$ cat src/rtl/inertial_filter.sv
`timescale 1ns/1ps
`default_nettype none
// ============================================================================
// Module   : inertial_filter
// Purpose  : Per-channel clocked inertial / transport delay for CHANNELS
//            single-bit control lines that are already synchronous to clk.
//            Inertial mode rejects pulses shorter than DELAY_CYC cycles.
//            Transport mode delays every pulse by exactly DELAY_CYC cycles.
// Ports    : clk        rising-edge clock
//            rst_n      asynchronous active-low reset
//            en         1 = operate, 0 = freeze all state (glitch_o forced 0)
//            mode       0 = inertial, 1 = transport
//            din        channel inputs [CHANNELS]
//            dout       filtered / delayed outputs (registered) [CHANNELS]
//            glitch_o   one-cycle pulse per rejected inertial pulse [CHANNELS]
//            busy       registered "something is still in flight" flag
//            cnt_clr    (macro build only) synchronous clear of glitch_cnt
//            glitch_cnt (macro build only) saturating 16-bit rejection count
// Options  : `define INERTIAL_FILTER_GLITCH_CNT_EN adds cnt_clr / glitch_cnt.
// Revision : 1.0 - initial release
// ============================================================================
module inertial_filter #(
  parameter int CHANNELS  = 4,
  parameter int DELAY_CYC = 5,
  parameter bit RST_VAL   = 1'b0,
  localparam int CNT_W    = $clog2(DELAY_CYC + 1)
) (
  input  logic                clk,
  input  logic                rst_n,
  input  logic                en,
  input  logic                mode,
  input  logic [CHANNELS-1:0] din,
  output logic [CHANNELS-1:0] dout,
  output logic [CHANNELS-1:0] glitch_o,
  output logic                busy
`ifdef INERTIAL_FILTER_GLITCH_CNT_EN
  ,
  input  logic                cnt_clr,
  output logic [15:0]         glitch_cnt
`endif
);

  // The dout register is the final stage of the transport line, so only
  // DELAY_CYC-1 extra stages are stored. That keeps transport latency equal to
  // the inertial latency: a value sampled on edge 1 reaches dout on edge
  // DELAY_CYC. With DELAY_CYC==1 one dummy stage exists but is never used.
  localparam int c_LINE_LEN = (DELAY_CYC > 1) ? DELAY_CYC - 1 : 1;
  localparam logic [CNT_W-1:0] c_CNT_ONE  = CNT_W'(1);
  localparam logic [CNT_W-1:0] c_CNT_LAST = CNT_W'(DELAY_CYC - 1);

  typedef enum logic [0:0] {
    ST_IDLE = 1'b0,
    ST_PEND = 1'b1
  } state_t;

  state_t                            r_state    [CHANNELS];
  state_t                            w_state_nxt[CHANNELS];
  logic   [CNT_W-1:0]                r_cnt      [CHANNELS];
  logic   [CNT_W-1:0]                w_cnt_nxt  [CHANNELS];
  logic   [c_LINE_LEN-1:0][CHANNELS-1:0] r_line;
  logic   [c_LINE_LEN-1:0][CHANNELS-1:0] w_line_nxt;
  logic   [CHANNELS-1:0]             r_dout;
  logic   [CHANNELS-1:0]             w_dout_nxt;
  logic   [CHANNELS-1:0]             r_glitch;
  logic   [CHANNELS-1:0]             w_glitch_nxt;
  logic                              r_mode_q;
  logic                              w_mode_nxt;
  logic                              r_busy;
  logic                              w_busy_nxt;

  // --------------------------------------------------------------------------
  // State registers
  // --------------------------------------------------------------------------
  always_ff @(posedge clk or negedge rst_n) begin
    if (!rst_n) begin
      r_dout   <= {CHANNELS{RST_VAL}};
      r_line   <= {(c_LINE_LEN * CHANNELS){RST_VAL}};
      r_glitch <= '0;
      r_busy   <= 1'b0;
      r_mode_q <= 1'b0;
      for (int c = 0; c < CHANNELS; c++) begin
        r_state[c] <= ST_IDLE;
        r_cnt[c]   <= '0;
      end
    end else begin
      r_dout   <= w_dout_nxt;
      r_line   <= w_line_nxt;
      r_glitch <= w_glitch_nxt;
      r_busy   <= w_busy_nxt;
      r_mode_q <= w_mode_nxt;
      for (int c = 0; c < CHANNELS; c++) begin
        r_state[c] <= w_state_nxt[c];
        r_cnt[c]   <= w_cnt_nxt[c];
      end
    end
  end

  // --------------------------------------------------------------------------
  // Next-state logic. With en=0 every next value equals the current one and
  // the glitch register is cleared.
  // --------------------------------------------------------------------------
  always_comb begin
    w_dout_nxt   = r_dout;
    w_line_nxt   = r_line;
    w_glitch_nxt = '0;
    w_mode_nxt   = r_mode_q;
    for (int c = 0; c < CHANNELS; c++) begin
      w_state_nxt[c] = r_state[c];
      w_cnt_nxt[c]   = r_cnt[c];
    end

    if (en) begin
      w_mode_nxt = mode;
      if (mode != r_mode_q) begin
        // Mode switch: dout holds, both storage structures are re-seeded from
        // dout so the new mode starts from a clean, quiet state.
        w_line_nxt = {c_LINE_LEN{r_dout}};
        for (int c = 0; c < CHANNELS; c++) begin
          w_state_nxt[c] = ST_IDLE;
          w_cnt_nxt[c]   = '0;
        end
      end else if (!r_mode_q) begin
        // Inertial: count consecutive edges with din != dout
        for (int c = 0; c < CHANNELS; c++) begin
          case (r_state[c])
            ST_IDLE: begin
              w_cnt_nxt[c] = '0;
              if (din[c] != r_dout[c]) begin
                if (DELAY_CYC == 1) begin
                  w_dout_nxt[c] = din[c];
                end else begin
                  w_state_nxt[c] = ST_PEND;
                  w_cnt_nxt[c]   = c_CNT_ONE;
                end
              end
            end
            ST_PEND: begin
              if (din[c] != r_dout[c]) begin
                if (r_cnt[c] == c_CNT_LAST) begin
                  w_dout_nxt[c]  = din[c];
                  w_cnt_nxt[c]   = '0;
                  w_state_nxt[c] = ST_IDLE;
                end else begin
                  w_cnt_nxt[c] = r_cnt[c] + c_CNT_ONE;
                end
              end else begin
                // Input fell back before the window closed: pulse rejected
                w_cnt_nxt[c]    = '0;
                w_state_nxt[c]  = ST_IDLE;
                w_glitch_nxt[c] = 1'b1;
              end
            end
            default: begin
              w_cnt_nxt[c]   = '0;
              w_state_nxt[c] = ST_IDLE;
            end
          endcase
        end
      end else begin
        // Transport: shift, dout takes the oldest stored stage
        if (DELAY_CYC == 1) begin
          w_dout_nxt = din;
        end else begin
          w_dout_nxt    = r_line[c_LINE_LEN-1];
          w_line_nxt[0] = din;
          for (int k = 1; k < c_LINE_LEN; k++) begin
            w_line_nxt[k] = r_line[k-1];
          end
        end
      end
    end

    // busy is computed from the next state so that the registered flag
    // describes the registers it is sampled alongside.
    w_busy_nxt = 1'b0;
    if (!w_mode_nxt) begin
      for (int c = 0; c < CHANNELS; c++) begin
        if (w_cnt_nxt[c] != '0) w_busy_nxt = 1'b1;
      end
    end else if (DELAY_CYC > 1) begin
      for (int k = 0; k < c_LINE_LEN; k++) begin
        if (w_line_nxt[k] != w_dout_nxt) w_busy_nxt = 1'b1;
      end
    end
  end

  assign dout     = r_dout;
  assign glitch_o = r_glitch & {CHANNELS{en}};
  assign busy     = r_busy;

`ifdef INERTIAL_FILTER_GLITCH_CNT_EN
  // --------------------------------------------------------------------------
  // Saturating rejection counter. glitch_o is already zero while en=0, so the
  // count naturally stops advancing when the filter is frozen.
  // --------------------------------------------------------------------------
  logic [15:0] r_gcnt;
  logic [16:0] w_gsum;

  always_comb begin
    w_gsum = {1'b0, r_gcnt};
    for (int c = 0; c < CHANNELS; c++) begin
      w_gsum = w_gsum + 17'(glitch_o[c]);
    end
  end

  always_ff @(posedge clk or negedge rst_n) begin
    if (!rst_n) begin
      r_gcnt <= '0;
    end else if (cnt_clr) begin
      r_gcnt <= '0;
    end else if (w_gsum[16]) begin
      r_gcnt <= 16'hFFFF;
    end else begin
      r_gcnt <= w_gsum[15:0];
    end
  end

  assign glitch_cnt = r_gcnt;
`endif

endmodule
`default_nettype wire

$ cat config.mk
export PLATFORM = sky130hd
export DESIGN_NAME = inertial_filter
export DESIGN_NICKNAME = d
export VERILOG_FILES = /design/src/rtl/inertial_filter.sv
export SDC_FILE = /design/constraint.sdc
export NUM_CORES = 1
export LEC_CHECK = 0
export CORE_UTILIZATION = 45
export CTS_CLUSTER_DIAMETER = 200
export DETAILED_ROUTE_END_ITERATION = 8
export PLACE_DENSITY_LB_ADDON = 0.15
export SYNTH_ARGS = -nofsm -noshare
export SYNTH_HDL_FRONTEND = slang
export SYNTH_SLANG_ARGS = --single-unit
export TNS_END_PERCENT = 50
$ cat constraint.sdc
create_clock -name clk -period 2.9 [get_ports clk]
set_clock_uncertainty 0.2 [all_clocks]
set_input_delay 0.435 -clock clk [delete_from_list [all_inputs] [get_ports clk]]
set_output_delay 0.435 -clock clk [all_outputs]
set_load 0.05 [all_outputs]
==> results.sh, run 1 <==
export IMPL_synth_warnings=0
export IMPL_initial_core_util=0.471
export IMPL_tightest_slew_ps=943
export IMPL_io_pins=17
export IMPL_gp_congestion=0.828
export IMPL_placed_cell_area_mm2=0.00297
export IMPL_cts_setup_buffers=0
export IMPL_setup_viol=0
export IMPL_critPathLaunchType="primary input"
export IMPL_ys_seq_elements=42
export IMPL_die_area_mm2=0.00571
export IMPL_setup_ws_ps=166
export IMPL_syn2layout_area_growth_pct=27.8
export IMPL_final_hold_violation_count=0
export IMPL_ctsLongestPathBuffers=2
export IMPL_critical_path_class="in2reg"
export IMPL_yosysTopAreaCell="dfrtp_1"
export IMPL_rsz0062_at_grt="false"
export IMPL_vdd_ir_drop_max_uv=493
export IMPL_cts_root_buf="clkbuf_8"
export IMPL_die_h_um=75.6
export IMPL_synth_edf_count=0
export IMPL_fin_nets=332
export IMPL_fmax_mhz=366
export IMPL_min_period_ps=2730
export IMPL_antenna_cells=0
export IMPL_p_total_mw=2.24
export IMPL_portBuffers=16
export IMPL_seqCellArea_mm2=0.00105
export IMPL_required_ps=2880
export IMPL_final_instance_count_excl_fill=386
export IMPL_grt_max_degree=43
export IMPL_vias=2162
export IMPL_avgSynthCellArea_um2=9.20
export IMPL_slowest_stage="clkdlybuf4s50_1"
export IMPL_grtUsageTotal=0.238
export IMPL_wirelength_um=5970
export IMPL_ys_seq_area_frac=0.431
export IMPL_p_sw_frac=0.371
export IMPL_synth_top_cell_area_share=0.431
export IMPL_synthFlopType="dfrtp_1"
export IMPL_synth_nets=282
export IMPL_cp_end_kind="flip-flop"
export IMPL_hpwlAfterDp_um=4340
export IMPL_clock_latency_ps=300
export IMPL_core_mm2=0.00517
export IMPL_power_internal_mw=1.41
export IMPL_antenna_found_initial=0
export IMPL_post_place_cells=378
export IMPL_pwr_share_clk=0.206
export IMPL_wl_per_cell_um=15.5
export IMPL_hold_path_class="in2async"
export IMPL_p_switching_mw=0.829
export IMPL_core_rowCount=26
export IMPL_grt_first_pass_wirelength_um=10100
export IMPL_clock_tree_htree_level_count=2
export IMPL_cts_buffers=5
export IMPL_drive_gt1_frac=0.209
export IMPL_ant_nets=0
export IMPL_path_cells="clkdlybuf4s50_1, ha_4, nand2b_4, or3_1, a21oi_1, nor2_2, or3_1, a2111oi_2, a21oi_1"
export IMPL_crit_buf_inv=1
export IMPL_fin_setup_tns_ps=0
export IMPL_status="finished, final reports clean"
export IMPL_multiInputGateArea_mm2=0.00128
export IMPL_synth_most_common_cell="dfrtp_1"
export IMPL_crit_fanout=6
export IMPL_syn_cell_area_mm2=0.00244
export IMPL_grt_overflow=0
export IMPL_leakagePower_nw=1.40
export IMPL_async_flop_share=1.00
export IMPL_critPathArrivalTime_ps=2710
export IMPL_post_place_ws_ps=-267
export IMPL_p_comb_frac=0.408
export IMPL_drtIter0Drc=133
export IMPL_power_density_mw_per_mm2=717
export IMPL_synth_cell_type_count=50
export IMPL_synthTopCellsByCount="dfrtp_1 (42), inv_1 (20), a21oi_1 (19), nor2_1 (19), o21ai_0 (14)"
export IMPL_cts_tree="built"
export IMPL_drv_slew=0
export IMPL_die_x_um=75.6
export IMPL_fillers=447
export IMPL_max_stage_delay_ps=530
export IMPL_via_per_inst=5.60
export IMPL_synthCells=265
export IMPL_cpLargestDelayFamily="simple AND/OR/NAND/NOR gates"
export IMPL_seqPwrFrac=0.387
export IMPL_whs_ps=71.6
export IMPL_path_clk_slew_ps=80
export IMPL_grt_pass1_vias=2089
export IMPL_dr_pass1_iters=5
export IMPL_final_area_mm2=0.00312
export IMPL_final_core_util=0.602
export IMPL_cts_sinks=42
export IMPL_finalCritPeriodShare=0.943
export IMPL_drc_errors=0
export IMPL_synth_area_leaders="dfrtp_1 (43%), ha_1 (4.6%), a21oi_1 (3.9%), inv_1 (3.1%), nor2_1 (2.9%)"
export IMPL_relSlewSlack=0.371
export IMPL_maxCapViolCount=0
-- timing repair --
| action | in CTS | in global routing |
|---|---|---|
| hold buffers | 0 | 0 |
| setup endpoints to repair | 0 | 1 |
| gates resized for setup | 0 | 7 |
-- layout make-up --
type,instances,share of cell area
inverter,21,0.0253
multi-input combinational,188,0.410
tap,70,0.0281
clock buffer,7,0.0245
timing repair buffer,57,0.165
sequential,42,0.337
clock inverter,1,0.00964
-- sequential cells by signal, summed over array words and instances, names as in the netlist --
| name | count |
|---|---|
| r_line | 16 |
| r_cnt | 12 |
| dout | 4 |
| busy | 1 |
| r_glitch | 4 |
| r_mode_q | 1 |
| r_state | 4 |
-- per-layer routing --
metal	vias up	track usage	wire, µm
li1	1067	-	-
met4	0	0.0432	91
met3	8	0.0463	215
met2	48	0.385	2890
met5	-	0	0
met1	1039	0.338	2770
-- path summary, 6_finish.rpt --
check,startpoint,end,slack [ps],cells past startpoint
worst max-delay path,mode,busy,170,9
worst min-delay path,rst_n,r_mode_q,70,1
worst max register to register,r_mode_q,busy,380,8
worst min register to register,r_cnt[5],r_cnt[5],330,1
max in group asynchronous,rst_n,busy,1830,1
min in group clk,r_cnt[5],r_cnt[5],330,1
-- logic make-up after synthesis --
| family | after synthesis | share of synthesized area |
|---|---|---|
| AO/OA/AOI/OAI | 76 | 0.211 |
| XOR/XNOR | 4 | 0.0144 |
| multiplexers | 5 | 0.0210 |
| AND/OR/NAND/NOR | 94 | 0.215 |
| adder cells (fa/ha/maj) | 9 | 0.0462 |
| flip-flops | 42 | 0.431 |
| buffers and inverters | 35 | 0.0611 |
-- placed cells by master, fill, tap and decap left out, types with 4 or more instances in the layout --
master,count
o22ai_1,9
nor2_1,18
and4_1,4
nor4_1,7
nand2b_1,7
nand2_1,11
o21ai_0,14
mux2i_1,4
a32o_1,5
a31oi_1,4
clkdlybuf4s50_1,11
nand3b_1,4
buf_12,5
nor2b_1,4
inv_1,20
a21oi_1,19
nor3_1,5
dfrtp_1,42
ha_1,8
and2_1,5
clkbuf_8,5
nand3_1,11
buf_4,40
-- power by group through the flow --
stage	Clock (mW)	Sequential [mW]	Combinational, mW
2_1_floorplan	0	0.924	0.463
3_3_place_gp	0	0.869	0.877
3_5_place_dp	0	0.874	0.885
4_1_cts	0.471	0.863	0.890
5_1_grt	0.497	0.886	1.01
6_report	0.460	0.864	0.911
(Power assumes the default switching activity.)
==> run 2: changes to the inputs <==
Settings changed: CORE_MARGIN from default to 4.
==> results.sh, run 2 (synthesis gave the netlist of run 1 again) <==
export IMPL_setup_viol=0
export IMPL_finalCritPeriodShare=0.963
export IMPL_cts_sinks=42
export IMPL_required_ps=2860
export IMPL_core_rowCount=26
export IMPL_final_area_mm2=0.00313
export IMPL_die_x_um=81.6
export IMPL_hold_path_class="in2async"
export IMPL_maxCapViolCount=0
export IMPL_clock_tree_htree_level_count=2
export IMPL_status="finished, final reports clean"
export IMPL_cp_end_kind="flip-flop"
export IMPL_gp_congestion=0.847
export IMPL_path_clk_slew_ps=70
export IMPL_initial_core_util=0.471
export IMPL_drtIter0Drc=166
export IMPL_vdd_ir_drop_max_uv=464
export IMPL_hpwlAfterDp_um=4490
export IMPL_vias=2211
export IMPL_grt_pass1_vias=2219
export IMPL_critPathArrivalTime_ps=2760
export IMPL_power_density_mw_per_mm2=697
export IMPL_core_mm2=0.00517
export IMPL_cts_root_buf="clkbuf_8"
export IMPL_grt_max_degree=43
export IMPL_placed_cell_area_mm2=0.00299
export IMPL_largest_reg_flops=16
export IMPL_io_pins=17
export IMPL_whs_ps=86.7
export IMPL_critical_path_class="in2reg"
export IMPL_die_h_um=81.6
export IMPL_final_instance_count_excl_fill=387
export IMPL_wl_per_cell_um=16.0
export IMPL_cts_buffers=5
export IMPL_top_register="r_line"
export IMPL_final_cell_mix="dfrtp_1 (42), buf_4 (42), inv_1 (20), nor2_1 (19), a21oi_1 (17)"
export IMPL_drv_slew=0
export IMPL_crit_fanout=6
export IMPL_fin_setup_tns_ps=0
export IMPL_reg_top3="r_line (16), r_cnt (12)"
export IMPL_tightest_slew_ps=937
export IMPL_cts_setup_buffers=0
export IMPL_antenna_found_initial=0
export IMPL_min_period_ps=2790
export IMPL_die_area_mm2=0.00666
export IMPL_portBuffers=16
export IMPL_final_hold_violation_count=0
export IMPL_r2r_slack_ps=280
export IMPL_timing_rr_end="busy"
export IMPL_grtUsageTotal=0.209
export IMPL_drc_errors=0
export IMPL_leakagePower_nw=1.40
export IMPL_relSlewSlack=0.375
export IMPL_antenna_cells=0
export IMPL_via_per_inst=5.71
export IMPL_syn2layout_area_growth_pct=28.6
export IMPL_grt_first_pass_wirelength_um=10800
export IMPL_ff2ff_path_depth=9
export IMPL_max_stage_delay_ps=530
export IMPL_clock_latency_ps=290
export IMPL_path_cells="clkdlybuf4s50_1, ha_4, nand2b_4, or3_1, a21oi_1, nor2_1, or3_1, a2111oi_4, a21oi_1"
export IMPL_slowest_stage="clkdlybuf4s50_1"
export IMPL_post_place_cells=380
export IMPL_dr_pass1_iters=4
export IMPL_drive_gt1_frac=0.224
export IMPL_critPathLaunchType="primary input"
export IMPL_fin_nets=334
export IMPL_hold_buffers=0
export IMPL_ant_nets=0
export IMPL_fmax_mhz=358
export IMPL_ctsLongestPathBuffers=2
export IMPL_cpLargestDelayFamily="simple AND/OR/NAND/NOR gates"
export IMPL_r2r_start="r_mode_q"
export IMPL_cts_tree="built"
export IMPL_wirelength_um=6200
export IMPL_grt_overflow=0
export IMPL_crit_buf_inv=1
-- run 2: cell types whose count changed in the layout (fill, tap and decap cells not counted), sizes merged --
cell    previous run  this run
buf               46        48
bufinv             1         0
-- run 2: per-stage QoR --
stage	power, mW	utilization	setup slack (ps)
finish	2.19	0.606	108
floorplan	1.39	-	232
global route	2.34	0.606	-6.64
CTS	2.14	0.592	44.8
detailed placement	1.78	0.577	-237
global placement	1.77	0.577	-203
-- run 2: how the worst max path moves through the flow --
stage,startpoint,end,depth (start not counted)
2_1_floorplan,mode,busy,9
3_3_place_gp,mode,busy,9
3_5_place_dp,mode,busy,9
4_1_cts,mode,busy,10
5_1_grt,mode,busy,10
6_report,mode,busy,9
-- run 2: area by class of cell --
class	instances	area [µm²]
clock buffer	7	76.3
fill	445	2040
inverter	21	78.8
multi-input combinational	188	1310
sequential	42	1050
tap	70	87.6
timing repair buffer	59	531
-- run 2: where the power goes --
group | leakage (nW) | internal [mW] | total (mW) | switching, mW
clock network | 0.0383 | 0.166 | 0.353 | 0.187
logic | 0.834 | 0.436 | 0.960 | 0.524
registers | 0.526 | 0.729 | 0.872 | 0.144
-- run 2: metal layers --
layer  wire, µm  global-route usage
met1       2920               0.288
met2       3030               0.336
met3        171              0.0307
met4         81              0.0748
met5          0                   0
-- run 2: what timing repair did --
action,4_1_cts,5_1_grt
endpoints found under the setup margin,0,1
gates resized for setup,0,13
endpoints found under the hold margin,0,0
